===== src/rtl/fetch_prefetch_buffer_pkg.sv =====
// Shared constants and types for the instruction-fetch prefetch buffer.
// Covers the datapath width, the NOP filler, the PC step and the FIFO entry layout.
package fetch_prefetch_buffer_pkg;

    localparam int XLEN = 32;
    localparam logic [XLEN-1:0] NOP_INSTR = 32'h0000_0013;
    localparam logic [XLEN-1:0] PC_INC = 32'd4;

    typedef struct packed {
        logic [XLEN-1:0] pc;
        logic [XLEN-1:0] instr;
    } fetch_entry_t;

    // RUN forwards responses; DRAIN discards responses issued before a redirect
    typedef enum logic {
        ST_RUN,
        ST_DRAIN
    } fetch_state_e;

    function automatic logic [XLEN-1:0] align_pc(input logic [XLEN-1:0] pc);
        return {pc[XLEN-1:2], 2'b00};
    endfunction

endpackage


===== src/rtl/fetch_prefetch_buffer_if.sv =====
// Bundles the redirect, memory and decode handshakes of the fetch front end.
// The master modport is the fetch unit; the slave modport is its environment.
interface fetch_prefetch_buffer_if
    import fetch_prefetch_buffer_pkg::*;
#(
    parameter int DEPTH = 4
);
    localparam int CW = $clog2(DEPTH + 1);

    logic            redirect_valid;
    logic [XLEN-1:0] redirect_pc;
    logic            mem_req_valid;
    logic [XLEN-1:0] mem_req_addr;
    logic            mem_req_ready;
    logic            mem_resp_valid;
    logic [XLEN-1:0] mem_resp_data;
    logic            fetch_valid;
    logic [XLEN-1:0] fetch_instr;
    logic [XLEN-1:0] fetch_pc;
    logic            fetch_ready;
    logic [CW-1:0]   buffer_count;

    modport master (
        input  redirect_valid, redirect_pc, mem_req_ready, mem_resp_valid, mem_resp_data, fetch_ready,
        output mem_req_valid, mem_req_addr, fetch_valid, fetch_instr, fetch_pc, buffer_count
    );

    modport slave (
        output redirect_valid, redirect_pc, mem_req_ready, mem_resp_valid, mem_resp_data, fetch_ready,
        input  mem_req_valid, mem_req_addr, fetch_valid, fetch_instr, fetch_pc, buffer_count
    );

endinterface


===== src/rtl/fetch_prefetch_buffer_fifo.sv =====
// Synchronous FIFO of {pc, instr} entries with flush and an occupancy count.
// Storage is not reset; only the pointers and count are.
module fetch_prefetch_buffer_fifo
    import fetch_prefetch_buffer_pkg::*;
#(
    parameter int DEPTH = 4,
    localparam int CW = $clog2(DEPTH + 1),
    localparam int AW = $clog2(DEPTH)
) (
    input  logic         clk,
    input  logic         reset,
    input  logic         push,
    input  logic         pop,
    input  logic         flush,
    input  fetch_entry_t wdata,
    output fetch_entry_t rdata,
    output logic [CW-1:0] count
);

    fetch_entry_t  mem [DEPTH];
    logic [AW-1:0] rd_ptr;
    logic [AW-1:0] wr_ptr;

    // Pointers wrap naturally because DEPTH is a power of two
    always_ff @(posedge clk or posedge reset) begin
        if (reset) begin
            rd_ptr <= '0;
            wr_ptr <= '0;
            count  <= '0;
        end else if (flush) begin
            rd_ptr <= '0;
            wr_ptr <= '0;
            count  <= '0;
        end else begin
            if (push) wr_ptr <= wr_ptr + AW'(1);
            if (pop)  rd_ptr <= rd_ptr + AW'(1);
            if (push && !pop)      count <= count + CW'(1);
            else if (!push && pop) count <= count - CW'(1);
        end
    end

    always_ff @(posedge clk) begin
        if (push && !flush) mem[wr_ptr] <= wdata;
    end

    assign rdata = mem[rd_ptr];

    push_into_full: assert property (@(posedge clk) disable iff (reset)
        !(push && !flush && count == CW'(DEPTH)));

endmodule


===== src/rtl/fetch_prefetch_buffer.sv =====
// In-order instruction prefetcher: issues word fetches under a credit limit,
// buffers responses with their PCs and drops stale responses after a redirect.
module fetch_prefetch_buffer
    import fetch_prefetch_buffer_pkg::*;
#(
    parameter int DEPTH = 4,
    parameter logic [XLEN-1:0] RESET_PC = 32'h0
) (
    input  logic clk,
    input  logic reset,
    fetch_prefetch_buffer_if.master bus
);

    localparam int CW = $clog2(DEPTH + 1);

    logic [XLEN-1:0] next_pc_q, next_pc_d;
    logic [XLEN-1:0] resp_pc_q, resp_pc_d;
    logic [CW-1:0]   outstanding_q, outstanding_d;
    logic [CW-1:0]   drop_cnt_q, drop_cnt_d;
    logic [CW-1:0]   count;
    logic [CW:0]     credit_sum;
    logic            req_valid, req_fire, push, pop, fetch_valid;
    fetch_state_e    state;
    fetch_entry_t    head;
    fetch_entry_t    wdata;

    // Buffered plus in-flight entries may never exceed the FIFO size
    assign credit_sum = {1'b0, count} + {1'b0, outstanding_q};
    assign req_valid  = !reset && (credit_sum < (CW+1)'(DEPTH));
    assign req_fire   = req_valid && bus.mem_req_ready;
    assign state      = (drop_cnt_q != '0) ? ST_DRAIN : ST_RUN;
    assign fetch_valid = (count != '0);
    assign wdata      = '{pc: resp_pc_q, instr: bus.mem_resp_data};

    always_ff @(posedge clk or posedge reset) begin
        if (reset) begin
            next_pc_q     <= RESET_PC;
            resp_pc_q     <= RESET_PC;
            outstanding_q <= '0;
            drop_cnt_q    <= '0;
        end else begin
            next_pc_q     <= next_pc_d;
            resp_pc_q     <= resp_pc_d;
            outstanding_q <= outstanding_d;
            drop_cnt_q    <= drop_cnt_d;
        end
    end

    always_comb begin
        next_pc_d     = next_pc_q;
        resp_pc_d     = resp_pc_q;
        outstanding_d = outstanding_q;
        drop_cnt_d    = drop_cnt_q;
        push          = 1'b0;
        pop           = fetch_valid && bus.fetch_ready;
        if (req_fire) begin
            next_pc_d     = next_pc_q + PC_INC;
            outstanding_d = outstanding_d + CW'(1);
        end
        if (bus.mem_resp_valid && outstanding_q != '0) outstanding_d = outstanding_d - CW'(1);
        unique case (state)
            ST_DRAIN: if (bus.mem_resp_valid) drop_cnt_d = drop_cnt_q - CW'(1);
            default: begin
                push = bus.mem_resp_valid;
                if (push) resp_pc_d = resp_pc_q + PC_INC;
            end
        endcase
        // Redirect wins: everything requested so far, including this cycle, becomes stale
        if (bus.redirect_valid) begin
            next_pc_d  = align_pc(bus.redirect_pc);
            resp_pc_d  = align_pc(bus.redirect_pc);
            drop_cnt_d = outstanding_d;
            push       = 1'b0;
            pop        = 1'b0;
        end
    end

    fetch_prefetch_buffer_fifo #(.DEPTH(DEPTH)) u_fifo (
        .clk   (clk),
        .reset (reset),
        .push  (push),
        .pop   (pop),
        .flush (bus.redirect_valid),
        .wdata (wdata),
        .rdata (head),
        .count (count)
    );

    assign bus.mem_req_valid = req_valid;
    assign bus.mem_req_addr  = next_pc_q;
    assign bus.fetch_valid   = fetch_valid;
    assign bus.fetch_instr   = fetch_valid ? head.instr : NOP_INSTR;
    assign bus.fetch_pc      = fetch_valid ? head.pc : '0;
    assign bus.buffer_count  = count;

    resp_without_request: assert property (@(posedge clk) disable iff (reset)
        !(bus.mem_resp_valid && outstanding_q == '0));

endmodule


===== src/flat_wrapper.sv =====
// flat-port wrapper written by rule: the top's interface ports become plain ports
module fetch_prefetch_buffer_flat import fetch_prefetch_buffer_pkg::*;
#(
    parameter int DEPTH = 4,
    parameter logic [XLEN-1:0] RESET_PC = 32'h0
)
  (clk, reset, bus_redirect_valid, bus_redirect_pc, bus_mem_req_ready, bus_mem_resp_valid, bus_mem_resp_data, bus_fetch_ready, bus_mem_req_valid, bus_mem_req_addr, bus_fetch_valid, bus_fetch_instr, bus_fetch_pc, bus_buffer_count);
  fetch_prefetch_buffer_if #(.DEPTH(DEPTH)) bus_i ();
  input  logic clk;
  input  logic reset;
  input wire logic [$bits(bus_i.redirect_valid)-1:0] bus_redirect_valid;
  input wire logic [$bits(bus_i.redirect_pc)-1:0] bus_redirect_pc;
  input wire logic [$bits(bus_i.mem_req_ready)-1:0] bus_mem_req_ready;
  input wire logic [$bits(bus_i.mem_resp_valid)-1:0] bus_mem_resp_valid;
  input wire logic [$bits(bus_i.mem_resp_data)-1:0] bus_mem_resp_data;
  input wire logic [$bits(bus_i.fetch_ready)-1:0] bus_fetch_ready;
  output wire logic [$bits(bus_i.mem_req_valid)-1:0] bus_mem_req_valid;
  output wire logic [$bits(bus_i.mem_req_addr)-1:0] bus_mem_req_addr;
  output wire logic [$bits(bus_i.fetch_valid)-1:0] bus_fetch_valid;
  output wire logic [$bits(bus_i.fetch_instr)-1:0] bus_fetch_instr;
  output wire logic [$bits(bus_i.fetch_pc)-1:0] bus_fetch_pc;
  output wire logic [$bits(bus_i.buffer_count)-1:0] bus_buffer_count;
  assign bus_i.redirect_valid = bus_redirect_valid;
  assign bus_i.redirect_pc = bus_redirect_pc;
  assign bus_i.mem_req_ready = bus_mem_req_ready;
  assign bus_i.mem_resp_valid = bus_mem_resp_valid;
  assign bus_i.mem_resp_data = bus_mem_resp_data;
  assign bus_i.fetch_ready = bus_fetch_ready;
  assign bus_mem_req_valid = bus_i.mem_req_valid;
  assign bus_mem_req_addr = bus_i.mem_req_addr;
  assign bus_fetch_valid = bus_i.fetch_valid;
  assign bus_fetch_instr = bus_i.fetch_instr;
  assign bus_fetch_pc = bus_i.fetch_pc;
  assign bus_buffer_count = bus_i.buffer_count;
  fetch_prefetch_buffer #(.DEPTH(DEPTH), .RESET_PC(RESET_PC)) u_core (.clk(clk), .reset(reset), .bus(bus_i));
endmodule

===== config.mk =====
export PLATFORM = sky130hd
export DESIGN_NAME = fetch_prefetch_buffer_flat
export DESIGN_NICKNAME = d
export VERILOG_FILES = /design/src/rtl/fetch_prefetch_buffer_pkg.sv /design/src/rtl/fetch_prefetch_buffer_if.sv /design/src/rtl/fetch_prefetch_buffer_fifo.sv /design/src/rtl/fetch_prefetch_buffer.sv /design/src/flat_wrapper.sv
export SDC_FILE = /design/constraint.sdc
export NUM_CORES = 1
export LEC_CHECK = 0
export CAP_MARGIN = 15
export CORE_UTILIZATION = 35
export CTS_BUF_LIST = sky130_fd_sc_hd__clkbuf_8
export CTS_CLUSTER_DIAMETER = 100
export DETAILED_ROUTE_END_ITERATION = 7
export HOLD_SLACK_MARGIN = 0.05
export REMOVE_ABC_BUFFERS = 1
export SLEW_MARGIN = 25
export SYNTH_ARGS = -nofsm -noshare
export SYNTH_HDL_FRONTEND = slang
export SYNTH_HIERARCHICAL = 1
export SYNTH_SLANG_ARGS = --single-unit

===== constraint.sdc =====
create_clock -name clk -period 5.21 [get_ports clk]
set_input_delay 1.042 -clock clk [delete_from_list [all_inputs] [get_ports clk]]
set_output_delay 1.042 -clock clk [all_outputs]
set_load 0.01 [all_outputs]

Yosys cells after proc, flatten, opt, wreduce, memory -nomap -nowiden
Memory sizes are Yosys's and may differ from the RTL's.
Index checks and enable logic that the tools add are counted.

storage, ports and cells
  bits in registers = 77
  bits in writable memories = 256
  bits of input ports = 70
  output and inout port bits = 101
  word-level logic and storage cells = 67
  memories = 1

operators by class
  add/sub/neg operators = 10
  magnitude comparators = 1
  equality and inequality tests = 1
  muxes and demuxes = 25
  reductions and logical operators = 22

memory list
  memory             words  bits a word  rd ports  clocked after memory_dff  wr ports  line                              RTL
  u_core.u_fifo.mem  4      64           1         0                         1         fetch_prefetch_buffer_fifo.sv:20  fetch_entry_t mem [DEPTH];

operators with widths
  cell                     number
  $mux W32                 7
  $add A32 B3 Y32 const B  2
  $mux W3                  8
  $reduce_bool A3 Y1       4
  $reduce_bool A2 Y1       5
  $sub A3 B1 Y3 const B    3
  $mux W2                  4
  $logic_and A1 B1 Y1      7
  $add A3 B1 Y3 const B    2
  $mux W1                  6
  $add A2 B1 Y2 const B    2
  $add A3 B3 Y4            1
  $logic_not A1 Y1         4
  $lt A4 B3 Y1 const B     1
  $reduce_and A2 Y1        2
  $ne A2 B2 Y1 const B     1

Longest topological paths before layout
Gate-level depths: netlist (run 1).

  word-level depth = 9
  mapped depth = 10
  gate-level depth less buffers = 9

Hierarchy
Netlist (run 1), hierarchy kept.

by module, submodules not included
  module                      times used  cells an instance  area each (sq um)  seq. area each (sq um)
  fetch_prefetch_buffer_fifo  1           379                9668.0             7862.5
  fetch_prefetch_buffer       1           562                4708.3             1651.6

Least setup slack after synthesis (run 1)
No wires, ideal clock.

  kind = input to register
  start = in bus_mem_resp_valid
  end = mem u_core/u_fifo/mem[0][0] in the netlist's numbering, enable pin
  library setup time = 0.429 ns
  data arrival time = 3.454 ns
  required time = 4.781 ns
  setup slack = 1.327 ns
  stages = 6
  path buffers = 2
  cell sequence = clkbuf_1 > nand3b_1 > nor2_1 > buf_2 > nor2b_1 > and2_1

between the ends
  cells in the longest elaborated chain, start to end = 5

ends and longest elaborated chain
  item                           line                              RTL
  start: declaration             flat_wrapper.sv:14                input wire logic [$bits(bus_i.mem_resp_valid)-1:0] bus_mem_resp_valid;
  $mux W1                        fetch_prefetch_buffer.sv:61       unique case (state)
  $mux W1                        fetch_prefetch_buffer.sv:69       if (bus.redirect_valid) begin
  via u_core.push                fetch_prefetch_buffer.sv:22       logic req_valid, req_fire, push, pop, fetch_valid;
  $logic_and A1 B1 Y1            fetch_prefetch_buffer_fifo.sv:43  if (push && !flush) mem[wr_ptr] <= wdata;
  $mux W1                        fetch_prefetch_buffer_fifo.sv:43
  $mux W1 (not written as such)  fetch_prefetch_buffer_fifo.sv:43
  end: declaration               fetch_prefetch_buffer_fifo.sv:20

The timed path passes the listed nets, and every way through them passes these cells.

==> metrics.yaml, run 1 <==
outcome:
  status: "finished, final reports clean"
clocking:
  post_cts_buffers: 0
  cts_buffers: 56
  clk_latency_ns: 0.63
  clock-root-buffer: "clkbuf_8"
  cts_max_level: 2
  clk_pin_slew_ns: 0.06
  holdBufCountCts: 0
  cts_resized: 0
  cts_tree: "built"
  clockBufferDepth: 3
  cts.sinks: 329
global_route:
  grt_pass1_wl_um: 52400
  grt-busiest-layer: "met2"
  grt_max_degree: 76
  antenna_found_initial: 0
  grtUsageTotal_pct: 16.5
  use_met1_pct: 23.0
  grt_use_met3_pct: 3.23
  use_met2_pct: 25.7
  gr-total-overflow: 0
  grt_pass1_vias: 8893
layout:
  drive_gt1_share_pct: 14.9
  diodes: 0
  fin_nets: 1216
  syn_to_final_growth_pct: 23.2
timing:
  fin_hold_ws_ns: 0.585
  slew_headroom_pct: 24.6
  worstMarginPinSlew_ns: 1.12
  fmax_ghz: 0.239
  skew_ns: 0.0296
  period_needed_ns: 4.19
  setup_ws_ns: 1.02
  rsz0062_at_grt: "false"
  fin_crit_sh_pct: 80.4
  setup_viol: 0
  tns_ns: 0
  hold_viol_final: 0
  slew_viol_final: 0
route:
  drc: 0
  wirelength_um: 34000
  routed-via-count: 8956
  wire_per_inst_um: 20.0
  via_per_inst: 5.26
  drt_iter0_markers: 565
  antenna_left: 0
  dr.pass1.iters: 5
worst_setup_path:
  cp.required_ns: 4.17
  critPathMaxFanout: 35
  critical_path.cell_chain: "buf_12, mux4_2, and2_1, clkdlybuf4s50_1"
  critPathArrivalTime_ns: 3.15
  crit_type: "flop to primary output"
  end_kind: "primary output"
  critPathSlowestCell: "dfrtp_4"
  cpPeakStageDelay_ns: 0.88
  start_kind: "flop"
hold_path:
  worstHoldPathType: "flop to flop"
synth:
  synth_most_common_cell: "edfxtp_1"
  synthCells: 941
  yosysUniqueCellTypes: 55
  async_flop_share_pct: 22.2
  synth_warnings: 6
  yosysSeqAreaShare_pct: 66.2
  syn_area_mm2: 0.0144
  yosysTopAreaCell: "edfxtp_1"
  netlist_top_cells_count: "256 x edfxtp_1, 73 x dfrtp_1, 68 x and2_1, 64 x mux4_2, 51 x nor2_1"
  synthFlopType: "edfxtp_1"
  syn-mean-instance-area_um2: 15.3
  yosysTopAreaCellShare_pct: 53.5
  synth_edf_count: 256
  ys_ff_latch: 329
  synth.area.top_cells: "edfxtp_1 53%, dfrtp_1 13%, mux4_2 10%, and2_1 3.0%, nor2_1 1.3%"
placement:
  dpl_worst_slack_ns: 1.31
  io_buffers: 166
  dp.final_hpwl_um: 21000
  place.gp.congestion: 0.838
pwr:
  irDropWorstVdd_v: 0.000187
  leakagePower_nw: 5.94
  p_per_area_mw_per_mm2: 374
floorplanning:
  design.die.area_mm2: 0.0419
  fp.dieH_um: 205
  ioPinCount: 171
  rows: 73
  core_area_mm2: 0.0401
  start_util_pct: 35.9
  die_w_um: 205
job:
  drv_cap: 0
[sequential cells by signal (all words and copies together), names as in the netlist]
| name | count |
|---|---|
| u_core/bus.mem_req_addr | 30 |
| u_core/drop_cnt_q | 3 |
| u_core/outstanding_q | 3 |
| u_core/resp_pc_q | 30 |
| u_core/u_fifo/count | 3 |
| u_core/u_fifo/mem | 256 |
| u_core/u_fifo/rd_ptr | 2 |
| u_core/u_fifo/wr_ptr | 2 |
[placed cells by master, fill, tap and decap left out, drive strengths merged, types with 14 or more instances in the layout]
cell / n
buf: 14
inv: 37
clkbuf: 65
mux4: 64
nand4: 26
edfxtp: 256
nand2: 34
and4: 17
nor2: 51
o31ai: 22
or4: 21
a31oi: 26
clkdlybuf4s50: 165
a211oi: 15
and2: 70
dfrtp: 73
clkinv: 18
nor3: 18
nand3: 26
[layer usage]
layer / part of all wire (%) / up-vias / routed length (µm)
li1: - / 4094 / -
met1: 45 / 4527 / 15500
met2: 47 / 290 / 15900
met3: 5.8 / 45 / 1990
met4: 1.8 / 0 / 602
met5: 0 / - / 0
[final cells by class]
| type | count | area, µm² |
|---|---|---|
| fill | 3611 | 22400 |
| inverter | 17 | 65.1 |
| tap | 525 | 657 |
| clock inverter | 39 | 180 |
| multi-input combinational | 549 | 4560 |
| sequential | 329 | 9520 |
| clock buffer | 65 | 895 |
| timing repair buffer | 179 | 1830 |
[report_power, final]
part,leakage [nW],total [mW],switching [mW],internal (mW)
clock network,0.623,2.19,1.05,1.14
registers,3.16,3.13,0.172,2.96
logic,2.16,1.31,0.631,0.674
[per-stage QoR]
stage	total power, mW	utilization (%)	cells	area [µm²]
after floorplan	3.81	-	895	14100
after global placement	4.49	41.5	1599	16600
after detailed placement	4.50	41.5	1599	16600
after CTS	6.73	44.2	1703	17700
after global routing	6.95	44.2	1703	17700
final	6.63	44.2	1703	17700
[worst max-delay path: cells and delay by family, from the launching register on]
kind | cells | cell delay, ns
buffers and inverters | 2 | 0.91
DFF | 1 | 0.88
muxes | 1 | 0.53
and+or+nand+nor | 1 | 0.16
[cells by family (layout without fill, tap and decap cells)]
| logic type | Yosys count | after routing | synth area share, % |
|---|---|---|---|
| AOI/OAI and AO/OA | 106 | 106 | 5.12 |
| xor gates and xnor gates | 20 | 20 | 1.22 |
| adders and majority gates | 14 | 14 | 1.27 |
| buffers and inverters | 72 | 300 | 2.46 |
| DFF | 329 | 329 | 66.2 |
| muxes | 75 | 75 | 10.9 |
| other | 1 | 10 | 0.0261 |
| and+or+nand+nor | 324 | 324 | 12.9 |
[final timing paths]
kind                                         start                    endpoint  slack (ns)  depth (start not counted)
setup / recovery           u_core/u_fifo/rd_ptr[0]            bus_fetch_pc[22]        1.02                          4
hold / removal                 u_core/resp_pc_q[4]    u_core/u_fifo/mem[2][36]        0.59                          0
setup reg to reg            u_core/u_fifo/count[2]        u_core/drop_cnt_q[2]        2.30                          9
hold reg to reg                u_core/resp_pc_q[4]    u_core/u_fifo/mem[2][36]        0.59                          0
max in group asynchronous                    reset  u_core/bus.mem_req_addr[5]        3.38                          3
min in group asynchronous                    reset      u_core/u_fifo/count[1]        0.78                          2
No activity file was read; power rests on OpenSTA's default activity.
==> run 2: changes to the inputs <==
==> constraint.sdc (replaced) <==
create_clock -name clk -period 3.6 [get_ports clk]
set_input_delay 0.72 -clock clk [delete_from_list [all_inputs] [get_ports clk]]
set_output_delay 0.72 -clock clk [all_outputs]
set_load 0.01 [all_outputs]
==> metrics.yaml, run 2 (synthesized netlist as in run 1, its figures left out) <==
floorplanning:
  start_util_pct: 35.9  # unchanged
  design.die.area_mm2: 0.0419  # unchanged
  rows: 73  # unchanged
  fp.dieH_um: 205  # unchanged
  ioPinCount: 171  # unchanged
  core_area_mm2: 0.0401  # unchanged
  die_w_um: 205  # unchanged
layout:
  final_area_mm2: 0.0177  # about the same
  seq_area_mm2: 0.00952  # unchanged
  top_register: "u_core/u_fifo/mem"
  drive_gt1_share_pct: 15.1  # +0.28 points
  fin_nets: 1225  # +0.74%
  syn_to_final_growth_pct: 23.3  # about the same
  final_common_cell: "edfxtp_1"
  fillCellCount: 3614  # +0.083%
  final_cell_mix: "256 x edfxtp_1, 165 x clkdlybuf4s50_1, 71 x dfrtp_1"
  multi_input_area_mm2: 0.00455  # -0.22%
  largest_register_ffs: 256  # unchanged
global_route:
  grt_max_degree: 76  # unchanged
  grtUsageTotal_pct: 16.4  # -0.14 points
  antenna_found_initial: 1  # +1
  grt_pass1_wl_um: 52600  # +0.26%
  grt_pass1_vias: 9068  # +2.0%
  gr-total-overflow: 0  # unchanged
route:
  wire_per_inst_um: 19.8  # -1.0%
  drt_iter0_markers: 578  # +2.3%
  via_per_inst: 5.27  # +0.28%
  drc: 0  # unchanged
  antenna_left: 0  # unchanged
  dr.pass1.iters: 5  # unchanged
  wirelength_um: 33800  # -0.70%
  routed-via-count: 9013  # +0.64%
timing:
  tns_ns: 0  # unchanged
  period_needed_ns: 3.40
  hold_viol_final: 0  # unchanged
  slew_headroom_pct: 31.4  # +6.8 points
  setup_viol: 0  # unchanged
  fin_crit_sh_pct: 94.3
  worstMarginPinSlew_ns: 1.02  # -0.101 ns
  skew_ns: 0.0293  # -0.000239 ns
  rsz0062_at_grt: "false"
  fmax_ghz: 0.294
  fin_hold_ws_ns: 0.488  # -0.0973 ns
  slew_viol_final: 0  # unchanged
  setup_ws_ns: 0.204  # -0.815 ns
worst_setup_path:
  critPathSlowestCell: "mux4_2"
  start_kind: "flop"
  startpoint: "u_core/u_fifo/rd_ptr[0]"
  critical_path.cell_chain: "buf_12, mux4_2, and2_1, clkdlybuf4s50_1"
  cp.required_ns: 2.88  # -1.29 ns
  cpPeakStageDelay_ns: 0.59  # -0.29 ns
  critPathMaxFanout: 40  # +14%
  end_kind: "primary output"
  crit_type: "flop to primary output"
  critPathArrivalTime_ns: 2.68  # -0.47 ns
  timing.rr.start: "u_core/outstanding_q[2]"
pwr:
  combPwrFrac_pct: 20.4  # +0.7 points
  leakagePower_nw: 5.98  # +0.63%
  p_clk_share_pct: 31.5  # -1.6 points
  p_sw_mw: 2.59  # +40%
  intPower_mw: 6.78  # +42%
  irDropWorstVdd_v: 0.000224  # +20%
  p_sw_share_pct: 27.6  # -0.37 points
  p_per_area_mw_per_mm2: 529  # +41%
  p_seq_share_pct: 48.1  # +0.9 points
placement:
  dpl_worst_slack_ns: 0.290  # -1.02 ns
  placed_area_mm2: 0.0167  # +0.71%
  io_buffers: 166  # unchanged
  place.gp.congestion: 0.820  # -2.1%
  dp.final_hpwl_um: 21200  # +1.2%
hold_path:
  worstHoldPathType: "input pin to async pin"
clocking:
  cts_buffers: 53  # -5.4%
  cts.sinks: 329  # unchanged
  holdBufCountCts: 0  # unchanged
  cts_max_level: 2  # unchanged
  clk_pin_slew_ns: 0.06  # about the same
  cts_resized: 0  # unchanged
  clock-root-buffer: "clkbuf_8"
  clk_latency_ns: 0.60  # -0.03 ns
  clockBufferDepth: 3  # unchanged
  post_cts_buffers: 0  # unchanged
  cts_tree: "built"
job:
  drv_cap: 0  # unchanged
outcome:
  status: "finished, final reports clean"
run 2: cell types whose count changed in the layout (fill, tap and decap cells not counted), sizes merged:
cell / previous run / this run
clkinv: 18 / 12
inv: 37 / 43
clkbuf: 65 / 59
diode: 0 / 1
clkinvlp: 1 / 0
buf: 14 / 26
run 2: metal layers:
layer / vias to the layer above / GRT usage [%] / wire length (µm)
li1: 4113 / - / -
met1: 4543 / 22.8 / 15400
met2: 297 / 25.2 / 15500
met3: 60 / 3.87 / 2200
met4: 0 / 5.01 / 637
met5: - / 0 / 0
run 2: stage by stage:
stage | power [mW] | instances | utilization [%]
after global placement | 6.49 | 1611 | 41.8
after detailed placement | 6.52 | 1611 | 41.8
after floorplan | 5.51 | 895 | -
final | 9.37 | 1709 | 44.2
after global routing | 9.86 | 1708 | 44.2
after CTS | 9.51 | 1708 | 44.2
run 2: worst max-delay path: cells and delay by family, from the launching register on:
family | cells | cell delay, ns
buffers and inverters | 2 | 0.80
muxes | 1 | 0.59
DFF | 1 | 0.49
and+or+nand+nor | 1 | 0.17
run 2: path summary, 6_finish.rpt:
path	to	slack (ns)	cells past startpoint
min in group clk	u_core/u_fifo/rd_ptr[0]	0.52	2
hold / removal	u_core/u_fifo/count[0]	0.49	2
setup / recovery	bus_fetch_pc[21]	0.20	4
setup reg to reg	u_core/drop_cnt_q[1]	0.81	8
max in group asynchronous	u_core/resp_pc_q[27]	2.17	3
hold reg to reg	u_core/u_fifo/mem[1][39]	0.59	0
run 2: power groups by stage:
stage          registers [mW]  logic (mW)  clock network, mW
2_1_floorplan            4.57       0.941                  0
3_3_place_gp             4.57        1.92                  0
3_5_place_dp             4.58        1.94                  0
4_1_cts                  4.50        1.95               3.05
5_1_grt                  4.53        2.11               3.21
6_report                 4.51        1.92               2.95
run 2: layout make-up:
class                   instances  area share (%)
clock inverters                38           0.904
flip-flops and latches        329            53.7
multi-input cells             549            25.7
inverters                      17           0.360
diodes                          1          0.0141
repair buffers                191            11.0
well taps                     525            3.71
clock buffers                  59            4.58
